**src/rtl/uart_tx_serializer.sv**
```systemverilog
// UART transmit serializer: turns m_clk rising edges into ticks and shifts out
// 8-bit frames LSB first with optional parity and one or two stop bits.
module uart_tx_serializer #(
  parameter int unsigned TICKS_PER_BIT = 16,
  parameter bit          PARITY_EN     = 1'b0,
  parameter bit          PARITY_ODD    = 1'b0,
  parameter int unsigned STOP_BITS     = 1
) (
  input  logic       clk,
  input  logic       reset,
  input  logic       m_clk,
  input  logic [7:0] tx_data,
  input  logic       tx_valid,
  output logic       tx_ready,
  output logic       tx,
  output logic       busy
);

  localparam int unsigned CntW = (TICKS_PER_BIT > 1) ? $clog2(TICKS_PER_BIT) : 1;
  localparam logic [CntW-1:0] CntLast = CntW'(TICKS_PER_BIT - 1);
  localparam logic [2:0] StopLast = (STOP_BITS == 2) ? 3'd1 : 3'd0;

  typedef enum logic [2:0] {
    StIdle,
    StStart,
    StData,
    StParity,
    StStop
  } state_e;

  state_e          r_state;
  state_e          w_state_d;
  logic            r_m_clk_d;
  logic [CntW-1:0] r_cnt;
  logic [CntW-1:0] w_cnt_d;
  logic [2:0]      r_bit_idx;
  logic [2:0]      w_bit_idx_d;
  logic [7:0]      r_shreg;
  logic [7:0]      w_shreg_d;
  logic            r_parity;
  logic            w_parity_d;
  logic            r_tx;
  logic            w_tx_d;
  logic            r_busy;
  logic            w_busy_d;
  logic            w_tick;
  logic            w_bit_end;

  assign w_tick    = m_clk & ~r_m_clk_d;
  assign w_bit_end = w_tick & (r_cnt == CntLast);

  // r_m_clk_d resets high so a high m_clk right after reset is not seen as an edge.
  always_ff @(posedge clk or posedge reset) begin
    if (reset) begin
      r_state   <= StIdle;
      r_m_clk_d <= 1'b1;
      r_cnt     <= '0;
      r_bit_idx <= '0;
      r_shreg   <= '0;
      r_parity  <= 1'b0;
      r_tx      <= 1'b1;
      r_busy    <= 1'b0;
    end else begin
      r_state   <= w_state_d;
      r_m_clk_d <= m_clk;
      r_cnt     <= w_cnt_d;
      r_bit_idx <= w_bit_idx_d;
      r_shreg   <= w_shreg_d;
      r_parity  <= w_parity_d;
      r_tx      <= w_tx_d;
      r_busy    <= w_busy_d;
    end
  end

  always_comb begin
    w_state_d   = r_state;
    w_cnt_d     = r_cnt;
    w_bit_idx_d = r_bit_idx;
    w_shreg_d   = r_shreg;
    w_parity_d  = r_parity;
    w_tx_d      = r_tx;

    if (r_state != StIdle && w_tick) begin
      w_cnt_d = w_bit_end ? '0 : r_cnt + 1'b1;
    end

    unique case (r_state)
      StIdle: begin
        if (tx_valid) begin
          w_state_d   = StStart;
          w_shreg_d   = tx_data;
          w_parity_d  = ^tx_data ^ PARITY_ODD;
          w_cnt_d     = '0;
          w_bit_idx_d = '0;
          w_tx_d      = 1'b0;
        end
      end
      StStart: begin
        if (w_bit_end) begin
          w_state_d   = StData;
          w_bit_idx_d = '0;
          w_tx_d      = r_shreg[0];
        end
      end
      StData: begin
        if (w_bit_end) begin
          if (r_bit_idx == 3'd7) begin
            w_bit_idx_d = '0;
            if (PARITY_EN) begin
              w_state_d = StParity;
              w_tx_d    = r_parity;
            end else begin
              w_state_d = StStop;
              w_tx_d    = 1'b1;
            end
          end else begin
            w_shreg_d   = r_shreg >> 1;
            w_tx_d      = r_shreg[1];
            w_bit_idx_d = r_bit_idx + 3'd1;
          end
        end
      end
      StParity: begin
        if (w_bit_end) begin
          w_state_d   = StStop;
          w_bit_idx_d = '0;
          w_tx_d      = 1'b1;
        end
      end
      StStop: begin
        // Leaving on the last stop tick lets the next frame start with no idle gap.
        if (w_bit_end) begin
          if (r_bit_idx == StopLast) begin
            w_state_d   = StIdle;
            w_bit_idx_d = '0;
          end else begin
            w_bit_idx_d = r_bit_idx + 3'd1;
          end
        end
      end
      default: begin
        w_state_d = StIdle;
        w_tx_d    = 1'b1;
      end
    endcase

    w_busy_d = (w_state_d != StIdle);
  end

  assign tx       = r_tx;
  assign busy     = r_busy;
  assign tx_ready = ~r_busy;

endmodule
```
**config.mk**
```make
export PLATFORM = sky130hd
export DESIGN_NAME = uart_tx_serializer
export DESIGN_NICKNAME = d
export VERILOG_FILES = /design/src/rtl/uart_tx_serializer.sv
export SDC_FILE = /design/constraint.sdc
export NUM_CORES = 1
export LEC_CHECK = 0
export BUFFER_PORTS_ARGS = -buffer_cell sky130_fd_sc_hd__clkbuf_2
export CORE_MARGIN = 5
export CORE_UTILIZATION = 39
export CTS_BUF_LIST = sky130_fd_sc_hd__clkbuf_4
export DETAILED_ROUTE_END_ITERATION = 6
export SLEW_MARGIN = 25
export SYNTH_ARGS = -nofsm -noshare
export SYNTH_HDL_FRONTEND = slang
export SYNTH_SLANG_ARGS = --single-unit
export TNS_END_PERCENT = 30
```
**constraint.sdc**
```tcl
create_clock -name clk -period 4.87 [get_ports clk]
set_clock_uncertainty 0.2 [all_clocks]
set_input_delay 0 -clock clk [delete_from_list [all_inputs] [get_ports clk]]
set_output_delay 0 -clock clk [all_outputs]
set_load 0.01 [all_outputs]
```
==> summary.md, run 1 <==
| Metric | Value |
|---|---|
| Clock power share | `15.8%` |
| Initial DRC count | `15` |
| Post-CTS Setup Repair Bufs | `0` |
| Static Leak | `0.663 nW` |
| Sequential share of power | `52.3%` |
| Antenna violations before repair | `0` |
| Worst Max-Slew Pin Slew | `0.778 ns` |
| Normalized max-slew margin | `48.1%` |
| Slowest stage cell, crit path | `dfrtp_1` |
| Largest stage delay on the critical path | `0.57 ns` |
| CTS max path bufs | `2` |
| # H-tree levels | `1` |
| Final std cells w/o fill | `166` |
| Path depth of the worst reg2reg path | `4` |
| Primary FF master, synth | `dfrtp_1` |
| Crit path to | `r_shreg[2]` |
| Logic pwr share | `31.8%` |
| Avg Vias per Cell | `5.27` |
| GRT Util Overall | `12.1%` |
| Asr flop ratio synth | `100%` |
| Tmin final | `2.38 ns` |
| Fmax | `0.421 GHz` |
| Mapped Area | `1200 µm²` |
| Clk Latency, worst-skew pair | `0.30 ns` |
| Cells after Synth | `108` |
| Placed cell count | `151` |
| Sum Neg Setup Slack | `0 ns` |
| Slew Limit Fails | `0` |
| Switching share of power | `33.3%` |
| Top Ports | `15` |
| Die Width | `65.6 µm` |
| Initial Util | `40.1%` |
| Pwr Density | `392 nW/µm²` |
| Critical path capture point type | `register` |
| First-pass GRT wire length | `4.11 mm` |
| P_sw | `0.187 mW` |
| Clock slew at reported path FFs | `0.12 ns` |
| Area Growth Syn to Fin | `18.6%` |
| Syn Area/Cell | `11.2 µm²` |
| Core Util, Final | `47.6%` |
| RSZ-0062 raised after global routing | `no` |
| Startpoint types | `register` |
| Most frequent cells in the layout | `dfrtp_1, mux2_2, clkbuf_2` |
| Buf/Inv on CP | `0` |
| Core ar. | `3000 µm²` |
| Reg2reg setup slack | `2.49 ns` |
| CP startpoint | `r_state[2]` |
| Worst reg2reg endpoint | `r_shreg[2]` |
| Die area | `4300 µm²` |
| Clk sinks | `21` |
| Worst R2R Start | `r_state[2]` |
| Vias | `875` |
| CP most frequent cell | `mux2_2` |
| Pint | `0.374 mW` |
| Synth warnings | `0` |
| DRC | `0` |
| Worst hold path type | `in2reg` |
| Ratio of final minimum period to clock period | `48.8%` |
| Most common cell after layout, fill and taps aside | `dfrtp_1` |
| Gr ovfl total | `0` |
| WL/cell | `13.4 µm` |
| CTS tree | `yes` |
| Post-DP HPWL | `1.59 mm` |
| Post-DRT Antenna Nets | `0` |
| Final hold vios | `0` |
| Worst endpoint required time | `4.86 ns` |
| Worst-path cell chain | `nand2b_1 > nor2_1 > mux2_2 > mux2_2` |
| CTS root buf | `clkbuf_4` |
| WL final | `2.22 mm` |
| Endpoints failing setup | `0` |
| Largest net degree at the start of global routing | `22` |
| Crit path DAT | `2.37 ns` |
| Final #Nets | `150` |
| TritonCTS Buffers | `3` |
| Critical path's top delay family | `simple AND/OR/NAND/NOR gates` |
| Vias in the first global route | `901` |
| Die height | `65.6 µm` |
| # port buffers | `14` |
| Flops & latches, synth | `21` |
| # Max-Cap Violations | `0` |
| Number of synthesized flops with an enable pin | `0` |
| Fraction of layout cells with a size suffix above 1 | `31.6%` |
| Critical Path Fanout Max | `15` |
| Post-synth net total | `124` |
| Row count | `20` |
| Drt first pass iters | `4` |
| N_diodes | `0` |
| Crit path depth | `4` |
| Sequential fraction of the synthesis area | `43.8%` |
| Max VDD drop | `0.198 mV` |
| Unique cell type count in the Yosys netlist | `37` |
| GP Congestion | `0.737` |
| Critical path class | `reg2reg` |
| Outcome | `finished, final reports clean` |
[cell usage after synthesis, types with 3 or more instances]
cell type / n / area share, %
dfrtp_1: 19 / 39
mux2_2: 17 / 16
or3_1: 4 / 2.1
nor3b_1: 3 / 1.9
nand3_1: 3 / 1.2
o31ai_1: 4 / 2.5
nand2b_1: 5 / 2.6
nand2_1: 3 / 0.93
inv_1: 6 / 1.9
a21oi_1: 6 / 2.5
ha_1: 4 / 4.2
nor2_1: 5 / 1.6
[through the flow]
stage | power, mW | worst slack, ns | hold slack (ns) | area (µm²)
final | 0.560 | 2.49 | 0.151 | 1430
after global routing | 0.607 | 2.36 | 0.148 | 1430
after CTS | 0.565 | 2.49 | 0.139 | 1430
after detailed placement | 0.467 | 2.52 | -0.0806 | 1290
after global placement | 0.461 | 2.56 | -0.0791 | 1290
after floorplan | 0.426 | 2.84 | -0.225 | 1200
[state kept, by name, summed over array words and instances (netlist names)]
register	count
r_m_clk_d	1
r_bit_idx	3
r_cnt	4
busy	1
tx	1
r_shreg	8
r_state	3
[power groups by stage]
stage | Combinational (mW) | Clock, mW | Sequential (mW)
floorplan | 0.153 | 0 | 0.272
global placement | 0.168 | 0 | 0.293
detailed placement | 0.173 | 0 | 0.295
CTS | 0.180 | 0.0930 | 0.292
global route | 0.202 | 0.101 | 0.304
finish | 0.178 | 0.0888 | 0.293
[worst reg2reg max path, stage by stage, from the launching register on]
cell      delay [ns]
dfrtp_1         0.57
nand2b_1        0.30
nor2_1          0.53
mux2_2          0.40
mux2_2          0.27
[worst min path at each step]
stage | from | to | slack [ns] | cells after the start
after floorplan | reset | busy | -0.22 | 1
after global placement | m_clk | r_m_clk_d | -0.08 | 1
after detailed placement | m_clk | r_m_clk_d | -0.08 | 1
after CTS | m_clk | r_m_clk_d | 0.14 | 2
after global routing | m_clk | r_m_clk_d | 0.15 | 2
final | m_clk | r_m_clk_d | 0.15 | 2
[layout make-up]
class | instances | area [µm²]
sequential | 21 | 528
tap | 33 | 41.3
clock buffer | 4 | 30.0
timing repair buffer | 25 | 180
multi-input combinational | 77 | 627
inverter | 6 | 22.5
fill | 287 | 1570
[cell families (layout without fill, tap and decap cells)]
family          after synthesis  after routing  share of synthesized area, %
xor+xnor                      2              2                          1.45
flops                        21             21                          43.8
buf+inv                      10             35                          4.15
simple gates                 32             32                          16.9
fa+ha+maj                     4              4                          4.15
mux                          19             19                          17.5
compound gates               20             20                          11.9
[routing by layer]
layer	up-vias	track usage, %	wire length [µm]
li1	437	-	-
met1	425	14.5	1030
met5	-	0	0
met3	2	2.74	63
met4	0	3.89	14
met2	11	21.4	1110
[what timing repair did]
action                                 CTS  global route
hold buffers                            11             0
resized for setup                        0             0
endpoints found under the hold margin   35             0
Note: power is estimated with default switching activity, not from simulation.
==> run 2: changes to the inputs <==
- clock period: 4.87 -> 1.95 ns (I/O delays scaled with it)
==> summary.md, run 2 (synthesized netlist as in run 1, its figures left out) <==
| Metric | Value |
|---|---|
| First-pass GRT wire length | `4.37 mm (+6.4%)` |
| Clk Latency, worst-skew pair | `0.31 ns (about the same)` |
| GP Congestion | `0.798 (+8.4%)` |
| Clock slew at reported path FFs | `0.12 ns (about the same)` |
| Hold Worst Slack | `0.132 ns (-0.0188 ns)` |
| Initial DRC count | `23 (+8)` |
| Normalized max-slew margin | `47.1% (-0.93 points)` |
| Pre-CTS setup slack | `-0.0958 ns (-2.61 ns)` |
| Antenna violations before repair | `0 (unchanged)` |
| Clk sinks | `21 (unchanged)` |
| Initial Util | `40.1% (unchanged)` |
| Core ar. | `3000 µm² (unchanged)` |
| TritonCTS Buffers | `3 (unchanged)` |
| Top Ports | `15 (unchanged)` |
| Crit path depth | `6 (+2)` |
| Slew Limit Fails | `0 (unchanged)` |
| Die area | `4300 µm² (unchanged)` |
| Most common cell after layout, fill and taps aside | `dfrtp_1` |
| Pwr Total | `1.55 mW (+180%)` |
| Largest net degree at the start of global routing | `22 (unchanged)` |
| Drt first pass iters | `4 (unchanged)` |
| Buf/Inv on CP | `1 (+1)` |
| WL/cell | `13.9 µm (+4.1%)` |
| Most frequent cells in the layout | `dfrtp_1, buf_4, mux2_2` |
| Final hold vios | `0 (unchanged)` |
| Max reg flops | `8 (unchanged)` |
| Endpoints failing setup | `8 (+8)` |
| Area Growth Syn to Fin | `32.4%` |
| Outcome | `finished, violations left` |
| Slowest stage cell, crit path | `dfrtp_1` |
| DRC | `0 (unchanged)` |
| Largest registers | `r_shreg (8), r_cnt (4)` |
| GRT Util Overall | `13.2% (+1.1 points)` |
| Gr ovfl total | `0 (unchanged)` |
| # port buffers | `14 (unchanged)` |
| CTS max path bufs | `2 (unchanged)` |
| Die height | `65.6 µm (unchanged)` |
| Critical Path Fanout Max | `8 (-7)` |
| CTS tree | `yes` |
| Max VDD drop | `0.430 mV (+120%)` |
| Sum Neg Setup Slack | `-0.150 ns (-0.150 ns)` |
| Crit path DAT | `1.99 ns (-0.38 ns)` |
| Path depth of the worst reg2reg path | `6 (+2)` |
| # H-tree levels | `1 (unchanged)` |
| Critical path capture point type | `register` |
| Pwr Density | `974 nW/µm² (+150%)` |
| Avg Vias per Cell | `5.26 (-0.12%)` |
| CTS root buf | `clkbuf_4` |
| Static Leak | `0.749 nW (+13%)` |
| N_diodes | `0 (unchanged)` |
| Fmax | `0.506 GHz (+20%)` |
| Die Width | `65.6 µm (unchanged)` |
| # Max-Cap Violations | `0 (unchanged)` |
| Worst Max-Slew Pin Slew | `0.792 ns (+0.0140 ns)` |
| Row count | `20 (unchanged)` |
| Hold depth | `2 (unchanged)` |
| Post-DRT Antenna Nets | `0 (unchanged)` |
| Final #Nets | `169 (+13%)` |
| WL final | `2.58 mm (+16%)` |
| Post-place instance area | `1430 µm² (+11%)` |
| Worst hold path type | `in2reg` |
| Vias | `974 (+11%)` |
| Critical path's top delay family | `flip-flops` |
| Vias in the first global route | `989 (+9.8%)` |
| Startpoint types | `register` |
| Post-DP HPWL | `1.82 mm (+14%)` |
| Failing checks | `setup timing` |
| Tmin final | `1.97 ns (-0.401 ns)` |
| Critical path class | `reg2reg` |
| Biggest register | `r_shreg` |
| Ratio of final minimum period to clock period | `101% (+52 points)` |
| Worst Setup Slack, final | `-0.0245 ns (-2.52 ns)` |
| Fraction of layout cells with a size suffix above 1 | `42.1% (+11 points)` |
| Post-CTS Setup Repair Bufs | `0 (unchanged)` |
| Largest stage delay on the critical path | `0.42 ns (-0.15 ns)` |
| RSZ-0062 raised after global routing | `yes` |
| Worst-path cell chain | `ha_2 > ha_4 > nand4b_4 > a211oi_4 > buf_6 > mux2_2` |
| Post-route cell area | `1600 µm² (+12%)` |
| Worst endpoint required time | `1.96 ns (-2.90 ns)` |
==> run 2: through the flow <==
| stage | std cells | utilization (%) |
|---|---|---|
| finish | 185 | 53.1 |
| global route | 185 | 53.1 |
| CTS | 185 | 53.0 |
| detailed placement | 170 | 47.7 |
| global placement | 170 | 47.7 |
| floorplan | 108 | - |
==> run 2: final timing paths <==
check | slack, ns | to | from
max | -0.02 | r_shreg[3] | r_bit_idx[1]
min | 0.13 | r_m_clk_d | m_clk
max reg2reg | -0.02 | r_shreg[3] | r_bit_idx[1]
min reg2reg | 0.32 | r_shreg[7] | r_shreg[7]
max in group asynchronous | 0.91 | r_bit_idx[2] | reset
min in group asynchronous | 0.15 | r_cnt[0] | reset
==> run 2: power by group <==
part	total, mW	switching (mW)	internal (mW)	leakage [nW]
combinational	0.635	0.280	0.354	0.478
sequential	0.686	0.0925	0.593	0.253
clock	0.233	0.139	0.0940	0.0184
==> run 2: cell type report <==
| class | instances | area [µm²] |
|---|---|---|
| multi-input cells | 77 | 647 |
| fillers | 280 | 1410 |
| inverters | 6 | 22.5 |
| clock buffers | 4 | 30.0 |
| well taps | 33 | 41.3 |
| repair buffers | 44 | 327 |
| flip-flops and latches | 21 | 528 |
==> run 2: metal layers <==
metal  share of wire (%)  vias up  global-route usage, %
met4                 2.9        0                   6.99
met2                  50       20                   23.0
met1                  44      475                   15.2
met3                 3.2        7                   2.56
li1                    -      472                      -
met5                   0        -                      0
==> run 2: worst register-to-register path, stage by stage (launching register included) <==
cell	delay, ns
dfrtp_1	0.42
ha_2	0.19
ha_4	0.16
nand4b_4	0.18
a211oi_4	0.23
buf_6	0.17
mux2_2	0.33
==> run 2: repair_timing <==
item	in CTS	in global routing
pin swaps	1	1
hold buffers	11	0
endpoints found under the hold margin	32	0
resized for setup	5	1
endpoints found under the setup margin	10	11
==> run 3: changes to the inputs <==
- CORE_MARGIN: 5 -> 2
- SKIP_CTS_REPAIR_TIMING: unset -> 1
==> summary.md, run 3 (synthesized netlist as in run 1, its figures left out) <==
| Metric | Value |
|---|---|
| GRT Max-Usage Layer | `met2` |
| Largest net degree at the start of global routing | `22 (unchanged)` |
| # Max-Cap Violations | `0 (unchanged)` |
| Crit path DAT | `2.00 ns (about the same)` |
| Row count | `20 (unchanged)` |
| Critical path's top delay family | `flip-flops` |
| Worst hold path type | `in2reg` |
| Die Width | `59.6 µm (-9.1%)` |
| Largest registers | `r_shreg (8), r_cnt (4)` |
| Core ar. | `3000 µm² (unchanged)` |
| Critical path capture point type | `register` |
| Clock slew at reported path FFs | `0.13 ns (about the same)` |
| Pre-CTS setup slack | `-0.100 ns (-0.00428 ns)` |
| Final #Nets | `167 (-1.2%)` |
| Clk sinks | `21 (unchanged)` |
| Startpoint types | `register` |
| Slew Limit Fails | `0 (unchanged)` |
| WL/cell | `14.8 µm (+6.3%)` |
| Post-DP HPWL | `1.80 mm (-0.72%)` |
| CTS root buf | `clkbuf_4` |
| Worst R2R Start | `r_bit_idx[0]` |
| Clk Latency, worst-skew pair | `0.31 ns (about the same)` |
| Post-DRT Antenna Nets | `0 (unchanged)` |
| Die area | `3550 µm² (-17%)` |
| Sum Neg Setup Slack | `-0.280 ns (-0.131 ns)` |
| Slowest stage cell, crit path | `dfrtp_1` |
| Critical Path Fanout Max | `8 (unchanged)` |
| Initial DRC count | `15 (-35%)` |
| Max VDD drop | `0.517 mV (+20%)` |
| N_diodes | `0 (unchanged)` |
| Biggest register | `r_shreg` |
| RSZ-0062 raised after global routing | `yes` |
| Hold depth | `2 (unchanged)` |
| Fraction of layout cells with a size suffix above 1 | `42.7% (+0.56 points)` |
| Worst Setup Slack, final | `-0.0425 ns (-0.0179 ns)` |
| Grt met1 use | `21.2% (+6.1 points)` |
| Endpoints failing setup | `8 (unchanged)` |
| GP Congestion | `0.763 (-4.4%)` |
| Tmin final | `1.99 ns (+0.0179 ns)` |
| Final hold vios | `0 (unchanged)` |
| GRT Util Overall | `16.2% (+2.9 points)` |
| DRC | `0 (unchanged)` |
| # H-tree levels | `1 (unchanged)` |
| Outcome | `finished, violations left` |
| Critical path class | `reg2reg` |
| Core Util, Final | `54.3% (+1.2 points)` |
| Normalized max-slew margin | `46.4% (-0.75 points)` |
| Area Growth Syn to Fin | `35.4%` |
| Largest stage delay on the critical path | `0.40 ns (-0.02 ns)` |
| WL final | `2.71 mm (+5.2%)` |
| First-pass GRT wire length | `4.32 mm (-1.1%)` |
| Gr ovfl total | `0 (unchanged)` |
| Buf/Inv on CP | `1 (unchanged)` |
| Worst Min Path Start | `m_clk` |
| Top Ports | `15 (unchanged)` |
| Antenna violations before repair | `0 (unchanged)` |
| Max reg flops | `8 (unchanged)` |
| Pwr Density | `996 nW/µm² (+2.2%)` |
| FILL cells | `274 (-2.1%)` |
| Die height | `59.6 µm (-9.1%)` |
| Initial Util | `40.1% (unchanged)` |
| Worst-path cell chain | `ha_2 > ha_4 > nand4b_4 > a211oi_4 > buf_6 > mux2_4` |
| # port buffers | `14 (unchanged)` |
| CTS tree | `yes` |
| Vias | `938 (-3.7%)` |
| Worst hold endpoint | `r_m_clk_d` |
| Most common cell after layout, fill and taps aside | `dfrtp_1` |
| Vias in the first global route | `953 (-3.6%)` |
| Static Leak | `0.763 nW (+1.9%)` |
| CTS max path bufs | `2 (unchanged)` |
| Post-place instance area | `1430 µm² (-0.17%)` |
| Worst reg2reg endpoint | `r_shreg[1]` |
| Avg Vias per Cell | `5.13 (-2.6%)` |
| Drt first pass iters | `4 (unchanged)` |
| Worst endpoint required time | `1.95 ns (about the same)` |
| Ratio of final minimum period to clock period | `102% (+0.92 points)` |
| Reg2reg setup slack | `-0.04 ns (-0.02 ns)` |
| Most frequent cells in the layout | `dfrtp_1, buf_4, clkbuf_2` |
| Met2 Use GR | `27.6% (+4.6 points)` |
| Worst Max-Slew Pin Slew | `0.803 ns (+0.0112 ns)` |
| Failing checks | `setup timing` |
| Met3 GRT Util | `2.18% (-0.38 points)` |
| Fmax | `0.502 GHz (-0.90%)` |
| Path depth of the worst reg2reg path | `6 (unchanged)` |
| Post-route cell area | `1630 µm² (+2.3%)` |
| TritonCTS Buffers | `3 (unchanged)` |
[run 3: cell types whose count changed in the layout (fill, tap and decap cells not counted), sizes merged]
cell | previous run | this run
buf | 19 | 17
clkbuf | 18 | 17
clkinvlp | 0 | 1
[run 3: stage by stage]
stage	cells	hold slack, ns	total power [mW]
final	183	0.136	1.62
after global routing	183	0.113	1.75
after CTS	172	-0.430	1.53
after detailed placement	168	-0.0782	1.30
after global placement	168	-0.0857	1.27
after floorplan	108	-0.225	1.06
[run 3: worst max path at each step]
stage | slack, ns | start | depth (start not counted) | endpoint
2_1_floorplan | -0.08 | r_bit_idx[0] | 5 | r_shreg[0]
3_3_place_gp | -0.08 | r_cnt[0] | 5 | r_bit_idx[0]
3_5_place_dp | -0.10 | r_cnt[0] | 5 | r_bit_idx[0]
4_1_cts | -0.12 | r_cnt[0] | 5 | r_bit_idx[0]
5_1_grt | -0.11 | r_bit_idx[0] | 6 | r_shreg[1]
6_report | -0.04 | r_bit_idx[0] | 6 | r_shreg[1]
[run 3: metal layers]
| layer | part of all wire [%] | vias to the layer above |
|---|---|---|
| met5 | 0 | - |
| met1 | 45 | 447 |
| met2 | 52 | 16 |
| met4 | 1.0 | 0 |
| li1 | - | 471 |
| met3 | 2.6 | 4 |
[run 3: power breakdown]
| group | total (mW) | internal, mW | leakage (nW) | switching (mW) |
|---|---|---|---|---|
| Clock | 0.223 | 0.0781 | 0.0139 | 0.145 |
| Sequential | 0.695 | 0.593 | 0.253 | 0.102 |
| Combinational | 0.706 | 0.410 | 0.496 | 0.297 |
| Total | 1.62 | 1.08 | 0.763 | 0.544 |
[run 3: layout make-up]
class,count,area [µm²],share of cell area (%)
clock inverter,1,7.51,0.460
multi-input combinational,77,686,42.0
tap,33,41.3,2.53
timing repair buffer,42,324,19.9
clock buffer,3,22.5,1.38
sequential,21,528,32.4
inverter,6,22.5,1.38
